==> src/rtl/load_store_unit.sv <==
// Load/store unit: accepts one RV32I load/store at a time, validates it, and
// sequences a single access to the DataMemory port before returning a response.
module load_store_unit #(
    parameter int unsigned MEM_BYTES = 1024
) (
    input  logic        clk,
    input  logic        rst,
    input  logic        req_valid,
    output logic        req_ready,
    input  logic        req_we,
    input  logic [2:0]  req_funct3,
    input  logic [31:0] req_addr,
    input  logic [31:0] req_wdata,
    output logic        resp_valid,
    input  logic        resp_ready,
    output logic [31:0] resp_rdata,
    output logic        resp_fault,
    output logic        mem_read,
    output logic        mem_write,
    output logic [2:0]  mem_funct3,
    output logic [31:0] mem_addr,
    output logic [31:0] mem_wdata,
    input  logic [31:0] mem_rdata
);

    localparam logic [2:0] IDLE = 3'd0;
    localparam logic [2:0] WR   = 3'd1;
    localparam logic [2:0] RD   = 3'd2;
    localparam logic [2:0] CAP  = 3'd3;
    localparam logic [2:0] RESP = 3'd4;

    logic [2:0]  state;
    logic [2:0]  lat_funct3;
    logic [31:0] lat_addr;
    logic [31:0] lat_wdata;
    logic [31:0] rdata_q;
    logic        fault_q;

    logic [2:0]  size;
    logic [32:0] end_addr;
    logic        bad_funct3;
    logic        misaligned;
    logic        req_fault;
    logic        active;

    // Access size from funct3[1:0]; the 11 encoding is rejected by bad_funct3.
    always_comb begin
        case (req_funct3[1:0])
            2'b00:   size = 3'd1;
            2'b01:   size = 3'd2;
            default: size = 3'd4;
        endcase
        end_addr   = {1'b0, req_addr} + {30'b0, size};
        bad_funct3 = req_we ? (req_funct3[2] || (req_funct3[1:0] == 2'b11))
                            : ((req_funct3 == 3'b011) || (req_funct3[2:1] == 2'b11));
        misaligned = ((req_funct3[1:0] == 2'b01) && req_addr[0]) ||
                     ((req_funct3[1:0] == 2'b10) && (req_addr[1:0] != 2'b00));
        req_fault  = bad_funct3 || misaligned || (end_addr > 33'(MEM_BYTES));
    end

    // Store vs load is carried by the WR/RD state choice rather than a latched we bit.
    always_ff @(posedge clk or posedge rst) begin
        if (rst) begin
            state      <= IDLE;
            lat_funct3 <= '0;
            lat_addr   <= '0;
            lat_wdata  <= '0;
            rdata_q    <= '0;
            fault_q    <= 1'b0;
        end else begin
            case (state)
                IDLE: begin
                    if (req_valid) begin
                        lat_funct3 <= req_funct3;
                        lat_addr   <= req_addr;
                        lat_wdata  <= req_wdata;
                        fault_q    <= req_fault;
                        rdata_q    <= '0;
                        if (req_fault)   state <= RESP;
                        else if (req_we) state <= WR;
                        else             state <= RD;
                    end
                end
                WR:  state <= RESP;
                RD:  state <= CAP;
                CAP: begin
                    rdata_q <= mem_rdata;
                    state   <= RESP;
                end
                RESP: begin
                    if (resp_ready) state <= IDLE;
                end
                default: state <= IDLE;
            endcase
        end
    end

    assign active     = (state == WR) || (state == RD) || (state == CAP);
    assign req_ready  = (state == IDLE);
    assign resp_valid = (state == RESP);
    assign resp_rdata = rdata_q;
    assign resp_fault = fault_q;
    assign mem_read   = (state == RD) || (state == CAP);
    assign mem_write  = (state == WR);
    assign mem_funct3 = active ? lat_funct3 : '0;
    assign mem_addr   = active ? lat_addr   : '0;
    assign mem_wdata  = active ? lat_wdata  : '0;

endmodule

==> config.mk <==
export PLATFORM = sky130hd
export DESIGN_NAME = load_store_unit
export DESIGN_NICKNAME = d
export VERILOG_FILES = /design/src/rtl/load_store_unit.sv
export SDC_FILE = /design/constraint.sdc
export NUM_CORES = 1
export LEC_CHECK = 0
export CAP_MARGIN = 25
export CORE_MARGIN = 2
export CORE_UTILIZATION = 25
export DETAILED_ROUTE_END_ITERATION = 8
export PLACE_DENSITY = 0.53
export SETUP_SLACK_MARGIN = 0.05
export SYNTH_ARGS = -nofsm -noshare
export SYNTH_HDL_FRONTEND = slang
export SYNTH_SLANG_ARGS = --single-unit
==> constraint.sdc <==
create_clock -name clk -period 9.7 [get_ports clk]
set_input_delay 1.455 -clock clk [delete_from_list [all_inputs] [get_ports clk]]
set_output_delay 1.455 -clock clk [all_outputs]
set_load 0.05 [all_outputs]
After elaboration in Yosys (flattened, before gate mapping)
Index checks and enable logic that the tools add are counted.
- word-level logic and storage cells: 49
- memory bits (read-only): 0
- memories: 0
- output and inout port bits: 104
- bits in writable memories: 0
- bits of input ports: 104
- latch bits: 0
- bits in registers: 103
- muxes and demuxes: 12
- add/subtract/negate cells: 1
- multiply operators: 0
- bitwise operators: 0
- divide/modulo/power cells: 0
- shifts and indexed selects: 0
- reduce and logical (&&, ||, !) cells: 18
- order comparisons: 1
- eq/ne operators: 11
- operator list (kind ; number):
    $mux W32 ; 3
    $pmux W32 S2 ; 1
    $add A32 B3 Y33 ; 1
    $gt A33 B11 Y1 const B ; 1
    $mux W3 ; 4
    $pmux W3 S4 ; 1
    $eq A3 B2 Y1 const B ; 3
    $logic_or A1 B1 Y1 ; 8
    $eq A2 B2 Y1 const B ; 3
    $pmux W3 S2 ; 1
    $reduce_and A2 Y1 ; 3
    $reduce_bool A2 Y1 ; 2
    $eq A3 B1 Y1 const B ; 1
    $eq A3 B3 Y1 const B ; 1
    $logic_not A3 Y1 ; 1
    $eq A2 B1 Y1 const B ; 1
    $logic_and A1 B1 Y1 ; 2
    $logic_not A2 Y1 ; 1
    $mux W2 ; 1
    $ne A2 B1 Y1 const B ; 1
    $ne A2 B2 Y1 const B ; 1
    $reduce_or A2 Y1 ; 1
    $mux W1 ; 1

Logic depth before layout (Yosys ltp)
Gate-level depths: netlist of the first run.
- word-level depth: 8
- mapped depth: 11
- gate-level depth less buffers: 11

Worst setup path after synthesis of the first run
OpenSTA, ideal clock, no wires.
- path kind: input port to flip-flop
- from: in req_funct3[1]
- to: reg state[1]
- data required time: 9596 ps
- stages: 11
- slack: 5456 ps
- data arrival time: 4141 ps
- setup time: 104 ps
- buffers on the path: 0
- cell sequence: nor2_1 > ha_1 > fa_1 > a21o_2 > a211o_1 > a2111oi_2 > o21ai_0 > o21ai_0 > nand4_1 > or4_4 > o41ai_2
- cells in the longest elaborated chain, start to end: 8
- elaborated cells on any way between the ends: 20
- classes of those cells: add/sub (1); order compare (1); eq/ne (5); mux (5); reduce/logical (8)
- ends and longest elaborated chain (what ; RTL line ; text):
    start, declared ; 11 ; input logic [2:0] req_funct3,
    $eq A2 B1 Y1, or another cell as far along ; 48, 56 ;
    $pmux W3 S2, or another cell as far along ; 48 ; case (req_funct3[1:0])
    $add A32 B3 Y33, or another cell as far along ; 53 ; end_addr = {1'b0, req_addr} + {30'b0, size};
    $gt A33 B11 Y1 / $logic_or A1 B1 Y1 (equally long branches) ; 58 ; req_fault = bad_funct3 || misaligned || (end_addr > 33'(MEM_BYTES));
    $logic_or A1 B1 Y1 (*) ; 58 ;
    $mux W3 (*) ; 79 ; if (req_fault) state <= RESP;
    $mux W3 (*) ; 73 ; if (req_valid) begin
    $pmux W3 S4 (*) ; 71 ; case (state)
    end signal, assigned ; 79 ;
    end signal, assigned ; 80 ; else if (req_we) state <= WR;
    end signal, assigned ; 81 ; else state <= RD;
    end, declared ; 32 ; logic [2:0] state;
Every way passes the cells marked *; elsewhere a longest branch is shown, timed or not. The select of a mux whose other input is x is not followed.
A chain may end at the register's enable or synchronous reset.

Worst setup path in the final report of the first run
Ends and elaborated chain as after synthesis.

==> summary.md, run 1 <==
| Metric | Value |
|---|---|
| Antenna violations before repair | `0` |
| Clock-pin slew reported for the worst setup and hold paths after clock tree synthesis | `0.07 ns` |
| Fraction of layout instances using a drive strength above 1 | `between 10% and 20%` |
| Flip-flop and latch count after synthesis | `a little over 100` |
| Clock buffer count from CTS | `9` |
| Synthesized netlist cell count | `~470` |
| Hold path startpoint | `lat_wdata[19]` |
| Unique masters post-synth | `61` |
| Largest cells by area after synthesis | `sky130_fd_sc_hd__dfrtp_1 49%, sky130_fd_sc_hd__mux2_2 14%, sky130_fd_sc_hd__and2_1 8.3%` |
| Cts repair resizes | `0` |
| Total via count after detailed routing | `4,449` |
| Rows | `53` |
| Clock tree from TritonCTS | `yes` |
| Most common library cells after synthesis | `103 x sky130_fd_sc_hd__dfrtp_1, 70 x sky130_fd_sc_hd__and2_1, 67 x sky130_fd_sc_hd__mux2_2` |
| Measured slew at the worst slew-check pin | `0.818 ns` |
| Final setup violation count | `0` |
| Worst Clk Skew | `0.00945 ns` |
| Share of synthesized registers carrying an async set or reset | `100%` |
| Number of cells in the design after placement | `927` |
| Beginning of the critical path | `req_funct3[1]` |
| Top flip-flop cell by instance count after synthesis | `sky130_fd_sc_hd__dfrtp_1` |
| Synth top area share | `48.9%` |
| Type of element launching the critical path | `input pin` |
| Worst IR Drop VDD | `about 0.074 mV` |
| Hold bufs inserted after CTS | `0` |
| Buffer depth of the longest clock path | `2` |
| Number of enable flip-flop cells after synthesis | `0` |
| Total count of max-transition violations in the final report | `0` |
| Synth Net Count | `573` |
| Startpoint of the worst register-to-register path | `state[2]` |
| Internal power consumption | `804 uW` |
| Layout net count | `771` |
| Die outline area | `22,300 um2` |
| Number of placed I/O pins | `208` |
| Global-route wire length before repair | `24.5 mm` |
| Final instance count without filler cells | `943` |
| Fraction of the yosys area taken by sequential cells | `48.9%` |
| Maximum clock frequency | `208 MHz` |
| Clk sinks | `approximately 100` |
| Largest net degree at the start of global routing | `63` |
| Overall overflow remaining after global route | `0` |
| Share of power burned in combinational logic | `17.3%` |
| Number of setup buffers added after CTS | `0` |
| Max capacitance violation total | `0` |
| Length of the first detailed-routing pass in iterations | `4` |
| Total routing resource utilization after global routing | `roughly 14%` |
| Total of fill cells in the finished design | `2,063` |
| Portion of total power attributed to the clock network | `a little over a third` |
| Arr. time, crit path | `5.07 ns` |
| Ys Warns | `0` |
| Die Height | `149 um` |
| Initial core utilization | `25.3%` |
| Reg2Reg Depth | `4` |
| Total Neg Setup Slack | `0 ns` |
| PortBufs | `between 200 and 250` |
| Fraction of power spent switching nets | `25.8%` |
| Power per unit of standard cell area | `136 nW/um2` |
| Diode insertion count for antenna repair | `0` |
| Kind of end point of the critical path | `flip-flop` |
| Wire length per cell after detailed routing | `16.4 um` |
| Area added between synthesis and finish | `50.7%` |
| Die span in x | `149 um` |
| Routability congestion estimate | `0.913` |
| Clock Tree Root | `sky130_fd_sc_hd__clkbuf_16` |
| Cell taking the most area after synthesis | `sky130_fd_sc_hd__dfrtp_1` |
| Most common cell in the netlist | `sky130_fd_sc_hd__dfrtp_1` |
| Final-report hold violation count | `0` |
| Hold/Removal Path Class | `reg -> reg` |
| Synthesized cell area | `around 5300 um2` |
| Capture instance of the worst register-to-register path | `lat_addr[13]` |
| Post-Syn Area per Cell | `about 11 um2` |
| Mean number of vias per cell | `4.72` |
| Reg2Reg Setup Slack | `7.02 ns` |
| Critical path data required time | `9.95 ns` |
| Cell leakage power | `3.14 nW` |
| Part of the total power dissipated in sequential elements | `48.0%` |
| Clock insertion delay at the later pin of the skew report | `0.35 ns` |
| Final worst-path cycle share | `49.6%` |
| Reported net switching power | `280 uW` |
| Result of the run | `completed` |
| Destination of the critical timing path | `state[1]` |
| Detailed placement HPWL | `roughly 12 mm` |
| Slew headroom | `45.3%` |
| Via count of the first global-routing pass | `4,735` |
| Number of DRC markers in iteration 0 | `approximately 140` |
| Setup repair after global routing missed its margin | `false` |
| Antenna Nets Post-Route | `0` |
| # H-tree levels | `3` |
| Setup CP Type | `in -> reg` |
| Crit path max fanout | `6` |
| DRC | `0` |
| Wirelength, routed | `~15 mm` |
| Post-layout min period | `4.81 ns` |
| CORE AREA | `20,900 um2` |
==> per-layer routing <==
metal	part of all wire [%]	vias to the layer above	GRT usage, %
met5	0	-	0
met2	51	141	25.0
met1	40	2191	15.5
met4	2.2	0	5.48
met3	7.2	23	4.43
li1	-	2094	-
==> state kept, by name, summed over array words and instances, names as in the netlist <==
name        count
lat_addr       32
resp_fault      1
lat_funct3      3
lat_wdata      32
resp_rdata     32
state           3
==> worst max-delay path: stages <==
cell and delay [ns]:
sky130_fd_sc_hd__clkdlybuf4s50_1 0.55, sky130_fd_sc_hd__nor2_1 0.08, sky130_fd_sc_hd__ha_1 0.21, sky130_fd_sc_hd__fa_1 0.42
sky130_fd_sc_hd__a21o_2 0.26, sky130_fd_sc_hd__a211o_1 0.31, sky130_fd_sc_hd__a2111oi_2 0.45, sky130_fd_sc_hd__o21ai_0 0.23
sky130_fd_sc_hd__o21ai_0 0.12, sky130_fd_sc_hd__nand4_1 0.10, sky130_fd_sc_hd__or4_4 0.56, sky130_fd_sc_hd__o41ai_2 0.32
==> logic make-up (layout without fill, tap and decap cells) <==
family	count (synthesis)	count (layout)	synth area share, %
AOI/OAI and AO/OA	77	77	11.8
buffers and inverters	30	233	2.42
muxes	68	68	14.5
and+or+nand+nor	173	173	19.7
xor gates and xnor gates	10	10	1.66
DFF	103	103	48.9
adders and majority gates	4	4	1.09
==> cell type report <==
type | instances | area [um2] | area share, %
clock buffers | 9 | 225 | 2.83
well taps | 275 | 344 | 4.33
repair buffers | 212 | 2120 | 26.6
clock inverters | 7 | 78.8 | 0.991
multi-input cells | 332 | 2590 | 32.5
flip-flops and latches | 103 | 2580 | 32.4
inverters | 5 | 21.3 | 0.268
==> how the worst min path moves through the flow <==
| stage | end | slack [ns] | depth (start not counted) |
|---|---|---|---|
| after floorplan | lat_addr[0] | 0.47 | 1 |
| after detailed placement | resp_rdata[31] | 0.48 | 1 |
| final | lat_wdata[19] | 0.50 | 1 |
| after global routing | lat_addr[3] | 0.51 | 1 |
| after global placement | lat_wdata[29] | 0.48 | 1 |
| after CTS | lat_wdata[13] | 0.50 | 1 |
==> power groups by stage <==
stage | logic, mW | registers (mW) | clock network [mW]
2_1_floorplan | 0.114 | 0.519 | 0
3_3_place_gp | 0.184 | 0.526 | 0
3_5_place_dp | 0.190 | 0.529 | 0
4_1_cts | 0.191 | 0.521 | 0.392
5_1_grt | 0.205 | 0.530 | 0.411
6_report | 0.188 | 0.520 | 0.376
==> placed cells by master, fill, tap and decap left out, types with 5 or more instances in the layout <==
master / Yosys / routed
sky130_fd_sc_hd__a22o_1: 33 / 33
sky130_fd_sc_hd__a21oi_1: 5 / 5
sky130_fd_sc_hd__mux2_2: 67 / 67
sky130_fd_sc_hd__nor2_1: 17 / 14
sky130_fd_sc_hd__and2_1: 70 / 70
sky130_fd_sc_hd__clkdlybuf4s50_1: 0 / 207
sky130_fd_sc_hd__dfrtp_1: 103 / 103
sky130_fd_sc_hd__xnor2_1: 8 / 8
sky130_fd_sc_hd__o21ai_0: 9 / 9
sky130_fd_sc_hd__nor4_1: 6 / 6
sky130_fd_sc_hd__clkbuf_16: 0 / 9
sky130_fd_sc_hd__nand3_1: 12 / 12
sky130_fd_sc_hd__nand4_1: 9 / 9
sky130_fd_sc_hd__nand2_1: 18 / 18
sky130_fd_sc_hd__nor2b_1: 6 / 6
==> through the flow <==
stage               hold slack [ns]  area [um2]  worst slack (ns)  power, mW  utilization (%)
CTS                           0.504        7950              4.93       1.10             38.1
finish                        0.498        7950              4.89       1.08             38.1
floorplan                     0.472        5280              5.46      0.633                -
global route                  0.511        7950              4.77       1.15             38.1
detailed placement            0.481        7650              4.55      0.720             36.6
global placement              0.481        7630              4.69      0.710             36.5
(Power assumes the default switching activity.)
==> run 2: changes to the inputs <==
==> constraint.sdc (replaced) <==
create_clock -name clk -period 4.6 [get_ports clk]
set_input_delay 0.69 -clock clk [delete_from_list [all_inputs] [get_ports clk]]
set_output_delay 0.69 -clock clk [all_outputs]
set_load 0.05 [all_outputs]
==> run 2 against run 1 <==
Critical path depth stayed put. First-iteration DRC count is 61% higher. Setup slack worse by 4.3 ns. Clock skew is 0.0030 ns higher. Clock-buffer cell count stayed put. Worst hold slack hardly changed. Clock power is 130% higher. Sequential share of layout area is 0.24 points lower. Die area stayed put. Largest power group unchanged.
==> summary.md, run 2 (synthesized netlist as in run 1, its figures left out) <==
| Metric | Value |
|---|---|
| Result of the run | `completed` |
| Detailed placement HPWL | `11.7 mm` |
| Cts repair resizes | `0` |
| Fraction of power spent switching nets | `25.6%` |
| Final setup violation count | `0` |
| DRC | `0` |
| Initial core utilization | `25.3%` |
| Hold/Removal Path Class | `reg -> reg` |
| Commonest cells after routing, fill and taps aside | `207 x sky130_fd_sc_hd__clkdlybuf4s50_1, 103 x sky130_fd_sc_hd__dfrtp_1, 70 x sky130_fd_sc_hd__and2_1` |
| Final-report hold violation count | `0` |
| Overall overflow remaining after global route | `0` |
| Fraction of layout instances using a drive strength above 1 | `17.3%` |
| Antenna Nets Post-Route | `0` |
| Power per unit of standard cell area | `294 nW/um2` |
| Via count of the first global-routing pass | `about 4,700` |
| Slew headroom | `42.8%` |
| Reg2Reg Setup Slack | `about 1.9 ns` |
| Arr. time, crit path | `approximately 4.3 ns` |
| Setup slack of the critical path after layout | `0.611 ns` |
| Cell leakage power | `around 3.2 nW` |
| Part of the total power dissipated in sequential elements | `46.6%` |
| Reported net switching power | `603 uW` |
| Number of DRC markers in iteration 0 | `219` |
| Total routing resource utilization after global routing | `14.2%` |
| Clock insertion delay at the later pin of the skew report | `0.36 ns` |
| Clock Tree Root | `sky130_fd_sc_hd__clkbuf_16` |
| DP Area | `7650 um2` |
| Most frequent standard cell in the layout excluding fill and tap cells | `sky130_fd_sc_hd__clkdlybuf4s50_1` |
| Setup CP Type | `in -> reg` |
| Type of element launching the critical path | `input pin` |
| Rows | `53` |
| Clk sinks | `between 100 and 150` |
| Post-layout min period | `around 4 ns` |
| Share of power burned in combinational logic | `between 10% and 20%` |
| Kind of end point of the critical path | `flip-flop` |
| Portion of total power attributed to the clock network | `a little over a third` |
| Antenna violations before repair | `0` |
| CORE AREA | `20,900 um2` |
| Setup repair after global routing missed its margin | `false` |
| Wirelength, routed | `15.7 mm` |
| Largest net degree at the start of global routing | `78` |
| Hold bufs inserted after CTS | `0` |
| Maximum clock frequency | `251 MHz` |
| Diode insertion count for antenna repair | `0` |
| Clock buffer count from CTS | `9` |
| Wire length per cell after detailed routing | `between 15 and 20 um` |
| Total Neg Setup Slack | `0 ns` |
| Worst IR Drop VDD | `0.164 mV` |
| Hold slack final | `0.498 ns` |
| Length of the first detailed-routing pass in iterations | `4` |
| Total count of max-transition violations in the final report | `0` |
| Final worst-path cycle share | `between 80% and 90%` |
| # H-tree levels | `3` |
| Internal power consumption | `around 1.8 mW` |
| Clock-pin slew reported for the worst setup and hold paths after clock tree synthesis | `0.08 ns` |
| Total via count after detailed routing | `between 4,000 and 5,000` |
| Final std cell area, no fill | `8010 um2` |
| Die Height | `149 um` |
| Area added between synthesis and finish | `51.9%` |
| Clock tree from TritonCTS | `yes` |
| Number of placed I/O pins | `208` |
| Max capacitance violation total | `0` |
| Mean number of vias per cell | `4.77` |
| Pre-CTS setup slack | `0.221 ns` |
| Reg2Reg Depth | `4` |
| Layout net count | `773` |
| Hold-critical path depth | `1` |
| PortBufs | `207` |
| Measured slew at the worst slew-check pin | `0.857 ns` |
| Crit path max fanout | `6` |
| Buffer depth of the longest clock path | `2` |
| Number of setup buffers added after CTS | `0` |
| Die outline area | `22,300 um2` |
| Critical path data required time | `4.86 ns` |
| Worst Clk Skew | `0.0124 ns` |
| Routability congestion estimate | `approximately 0.9` |
| Global-route wire length before repair | `24.8 mm` |
| Die span in x | `roughly 150 um` |
run 2: cell types whose count changed in the layout (fill, tap and decap cells not counted):
cell / previous run / this run
sky130_fd_sc_hd__buf_4: 4 / 5
sky130_fd_sc_hd__buf_16: 0 / 1
sky130_fd_sc_hd__clkinvlp_4: 2 / 0
sky130_fd_sc_hd__bufinv_16: 1 / 2
sky130_fd_sc_hd__clkinv_4: 1 / 2
run 2: cell type report:
type                       instances  area [um2]
clock buffer                       9         225
sequential                       103        2580
tap                              275         344
fill                            2050       12900
inverter                           5        21.3
multi-input combinational        332        2590
timing repair buffer             214        2150
clock inverter                     7         103
run 2: critical path, stage by stage:
cell and delay, ns:
sky130_fd_sc_hd__clkdlybuf4s50_1 0.56, sky130_fd_sc_hd__nor2_1 0.08, sky130_fd_sc_hd__ha_1 0.21, sky130_fd_sc_hd__fa_1 0.40, sky130_fd_sc_hd__a21o_2 0.25, sky130_fd_sc_hd__a211o_1 0.31, sky130_fd_sc_hd__a2111oi_2 0.44, sky130_fd_sc_hd__o21ai_0 0.21
sky130_fd_sc_hd__o21ai_0 0.13, sky130_fd_sc_hd__nand4_1 0.11, sky130_fd_sc_hd__or4_4 0.57, sky130_fd_sc_hd__o41ai_2 0.31
run 2: power groups by stage:
| stage | combinational [mW] | clock, mW | sequential [mW] |
|---|---|---|---|
| after global routing | 0.437 | 0.917 | 1.12 |
| final | 0.400 | 0.860 | 1.10 |
| after global placement | 0.388 | 0 | 1.11 |
| after floorplan | 0.240 | 0 | 1.09 |
| after CTS | 0.403 | 0.892 | 1.10 |
| after detailed placement | 0.402 | 0 | 1.12 |
run 2: final timing paths:
check                         startpoint            end
hold / removal              lat_addr[11]   lat_addr[11]
setup reg to reg                state[2]   lat_addr[15]
hold reg to reg             lat_addr[11]   lat_addr[11]
setup / recovery           req_funct3[1]       state[1]
max in group asynchronous            rst  lat_funct3[2]
min in group asynchronous            rst   lat_addr[27]
run 2: routing by layer:
| layer | global-route usage, % | wire [um] | vias up |
|---|---|---|---|
| li1 | - | - | 2093 |
| met1 | 16.8 | 6460 | 2234 |
| met2 | 24.1 | 7780 | 153 |
| met3 | 4.13 | 1170 | 25 |
| met4 | 5.71 | 337 | 0 |
| met5 | 0 | 0 | - |
run 2: through the flow:
step	utilization (%)	instances	power [mW]
after floorplan	-	465	1.33
after global placement	36.6	927	1.50
after detailed placement	36.6	928	1.52
after CTS	38.2	944	2.40
after global routing	38.3	945	2.47
final	38.3	945	2.36
==> run 3: changes to the inputs <==
==> constraint.sdc (replaced) <==
create_clock -name clk -period 4.6 [get_ports clk]
set_input_delay 0.69 -clock clk [delete_from_list [all_inputs] [get_ports clk]]
set_output_delay 0.69 -clock clk [all_outputs]
set_load 0.02 [all_outputs]
==> run 3 against run 2 <==
Global-route usage is 0.30 points lower. Clock skew is 0.0060 ns lower. Worst hold slack hardly changed. Clock-buffer cell count stayed put. Cell count is 0.11% lower. Critical endpoint unchanged. Largest cell class unchanged. Highest routed layer unchanged.
==> summary.md, run 3 (synthesized netlist as in run 1, its figures left out) <==
| Metric | Value |
|---|---|
| Result of the run | `completed` |
| Final-report hold violation count | `0` |
| Met2 routed wirelength | `7.59 mm` |
| Length of the first detailed-routing pass in iterations | `4` |
| CORE AREA | `20,900 um2` |
| Clock Tree Root | `sky130_fd_sc_hd__clkbuf_16` |
| Type of element launching the critical path | `input pin` |
| Clock buffer count from CTS | `9` |
| DRC | `0` |
| Wire length per cell after detailed routing | `16.2 um` |
| Number of placed I/O pins | `208` |
| Finished Core Util | `38.1%` |
| Slowest cell on the critical path | `sky130_fd_sc_hd__clkdlybuf4s50_1` |
| Antenna violations before repair | `0` |
| Most used cell along the critical path | `sky130_fd_sc_hd__o21ai_0` |
| Global-route wire length before repair | `between 20 and 25 mm` |
| Via count of the first global-routing pass | `4,596` |
| Die span in x | `149 um` |
| Area added between synthesis and finish | `50.8%` |
| Cell leakage power | `3.14 nW` |
| Most frequent standard cell in the layout excluding fill and tap cells | `sky130_fd_sc_hd__clkdlybuf4s50_1` |
| Number of gates on the worst path with buffers counted | `12` |
| Commonest cells after routing, fill and taps aside | `207 x sky130_fd_sc_hd__clkdlybuf4s50_1, 103 x sky130_fd_sc_hd__dfrtp_1, 70 x sky130_fd_sc_hd__and2_1` |
| Wirelength, routed | `15.3 mm` |
| Largest delay contributor family on the critical path | `compound AO/OA/AOI/OAI gates` |
| Max capacitance violation total | `0` |
| Mean number of vias per cell | `4.61` |
| Largest net degree at the start of global routing | `78` |
| Antenna Nets Post-Route | `0` |
| Detailed placement HPWL | `between 10 and 15 mm` |
| Highest signal layer in the routed design | `met4` |
| Setup repair after global routing missed its margin | `false` |
| Final setup violation count | `0` |
| Overall overflow remaining after global route | `0` |
| Die outline area | `22,300 um2` |
| Power per unit of standard cell area | `281 nW/um2` |
| Arr. time, crit path | `approximately 4.3 ns` |
| Setup CP Type | `in -> reg` |
| Slew headroom | `44.3%` |
| Critical path, cell by cell | `clkdlybuf4s50_1 > nor2_1 > ha_1 > fa_1 > a21o_2 > a211o_1 > a2111oi_2 > o21ai_0 > o21ai_0 > nand4_1 > or4_4 > o41ai_2` |
| Crit path max fanout | `6` |
| Worst Clk Skew | `0.00646 ns` |
| Number of setup buffers added after CTS | `0` |
| Final worst-path cycle share | `87.1%` |
| Total Neg Setup Slack | `0 ns` |
| Clk sinks | `103` |
| Total routing resource utilization after global routing | `13.9%` |
| Critical path data required time | `4.85 ns` |
| Buffer depth of the longest clock path | `2` |
| Reg2Reg Depth | `4` |
| # H-tree levels | `3` |
| Number of DRC markers in iteration 0 | `146` |
| Routability congestion estimate | `0.922` |
| Clock insertion delay at the later pin of the skew report | `0.35 ns` |
| Hold bufs inserted after CTS | `0` |
| Met3 wire len | `between 1 and 1.5 mm` |
| Initial core utilization | `25.3%` |
| Total via count after detailed routing | `4,356` |
| PortBufs | `between 200 and 250` |
| Layout net count | `772` |
| Clock tree from TritonCTS | `yes` |
| Fraction of layout instances using a drive strength above 1 | `17.2%` |
| Rows | `53` |
| Cts repair resizes | `0` |
| Total count of max-transition violations in the final report | `0` |
| Diode insertion count for antenna repair | `0` |
| Post-layout min period | `between 4 and 5 ns` |
| Hold/Removal Path Class | `reg -> reg` |
| Die Height | `149 um` |
| Worst IR Drop VDD | `around 0.17 mV` |
| Kind of end point of the critical path | `flip-flop` |
| Hold-critical path depth | `1` |
| Buffers & Inverters on Critical Path | `1` |
| Maximum clock frequency | `around 250 MHz` |
| Max incr delay on CP | `0.56 ns` |
| Clock-pin slew reported for the worst setup and hold paths after clock tree synthesis | `0.07 ns` |
| Measured slew at the worst slew-check pin | `0.834 ns` |
| Met1 Wirelength | `around 6.3 mm` |
## run 3: per-stage QoR
| step | power, mW | hold slack, ns | setup slack (ns) | cell area [um2] | cells |
|---|---|---|---|---|---|
| floorplan | 1.33 | 0.472 | 1.12 | 5280 | 465 |
| global placement | 1.49 | 0.481 | 0.345 | 7630 | 926 |
| detailed placement | 1.51 | 0.482 | 0.249 | 7650 | 927 |
| CTS | 2.28 | 0.504 | 0.616 | 7930 | 943 |
| global route | 2.36 | 0.513 | 0.434 | 7960 | 944 |
| finish | 2.23 | 0.498 | 0.595 | 7960 | 944 |
## run 3: power breakdown
part           internal, mW  switching (mW)  leakage [nW]
logic                 0.232           0.161          1.73
registers              1.04          0.0588          1.28
clock network         0.375           0.369         0.139
## run 3: cell type report
class / instances / area (um2)
flip-flops and latches: 103 / 2580
fillers: 2038 / 12900
inverters: 5 / 21.3
repair buffers: 213 / 2140
multi-input cells: 332 / 2590
well taps: 275 / 344
clock buffers: 9 / 225
clock inverters: 7 / 55.1
## run 3: worst paths after layout
path | start | to | slack [ns]
hold / removal | lat_addr[4] | lat_addr[4] | 0.50
setup / recovery | req_funct3[1] | state[1] | 0.60
max in group asynchronous | rst | lat_wdata[20] | 3.02
setup reg to reg | state[2] | lat_wdata[27] | 1.91
min in group asynchronous | rst | lat_addr[30] | 0.59
hold reg to reg | lat_addr[4] | lat_addr[4] | 0.50
## run 3: per-layer routing
metal / global-route usage [%] / vias to the layer above
li1: - / 2087
met1: 15.8 / 2092
met2: 24.1 / 151
met3: 4.31 / 26
met4: 5.86 / 0
met5: 0 / -
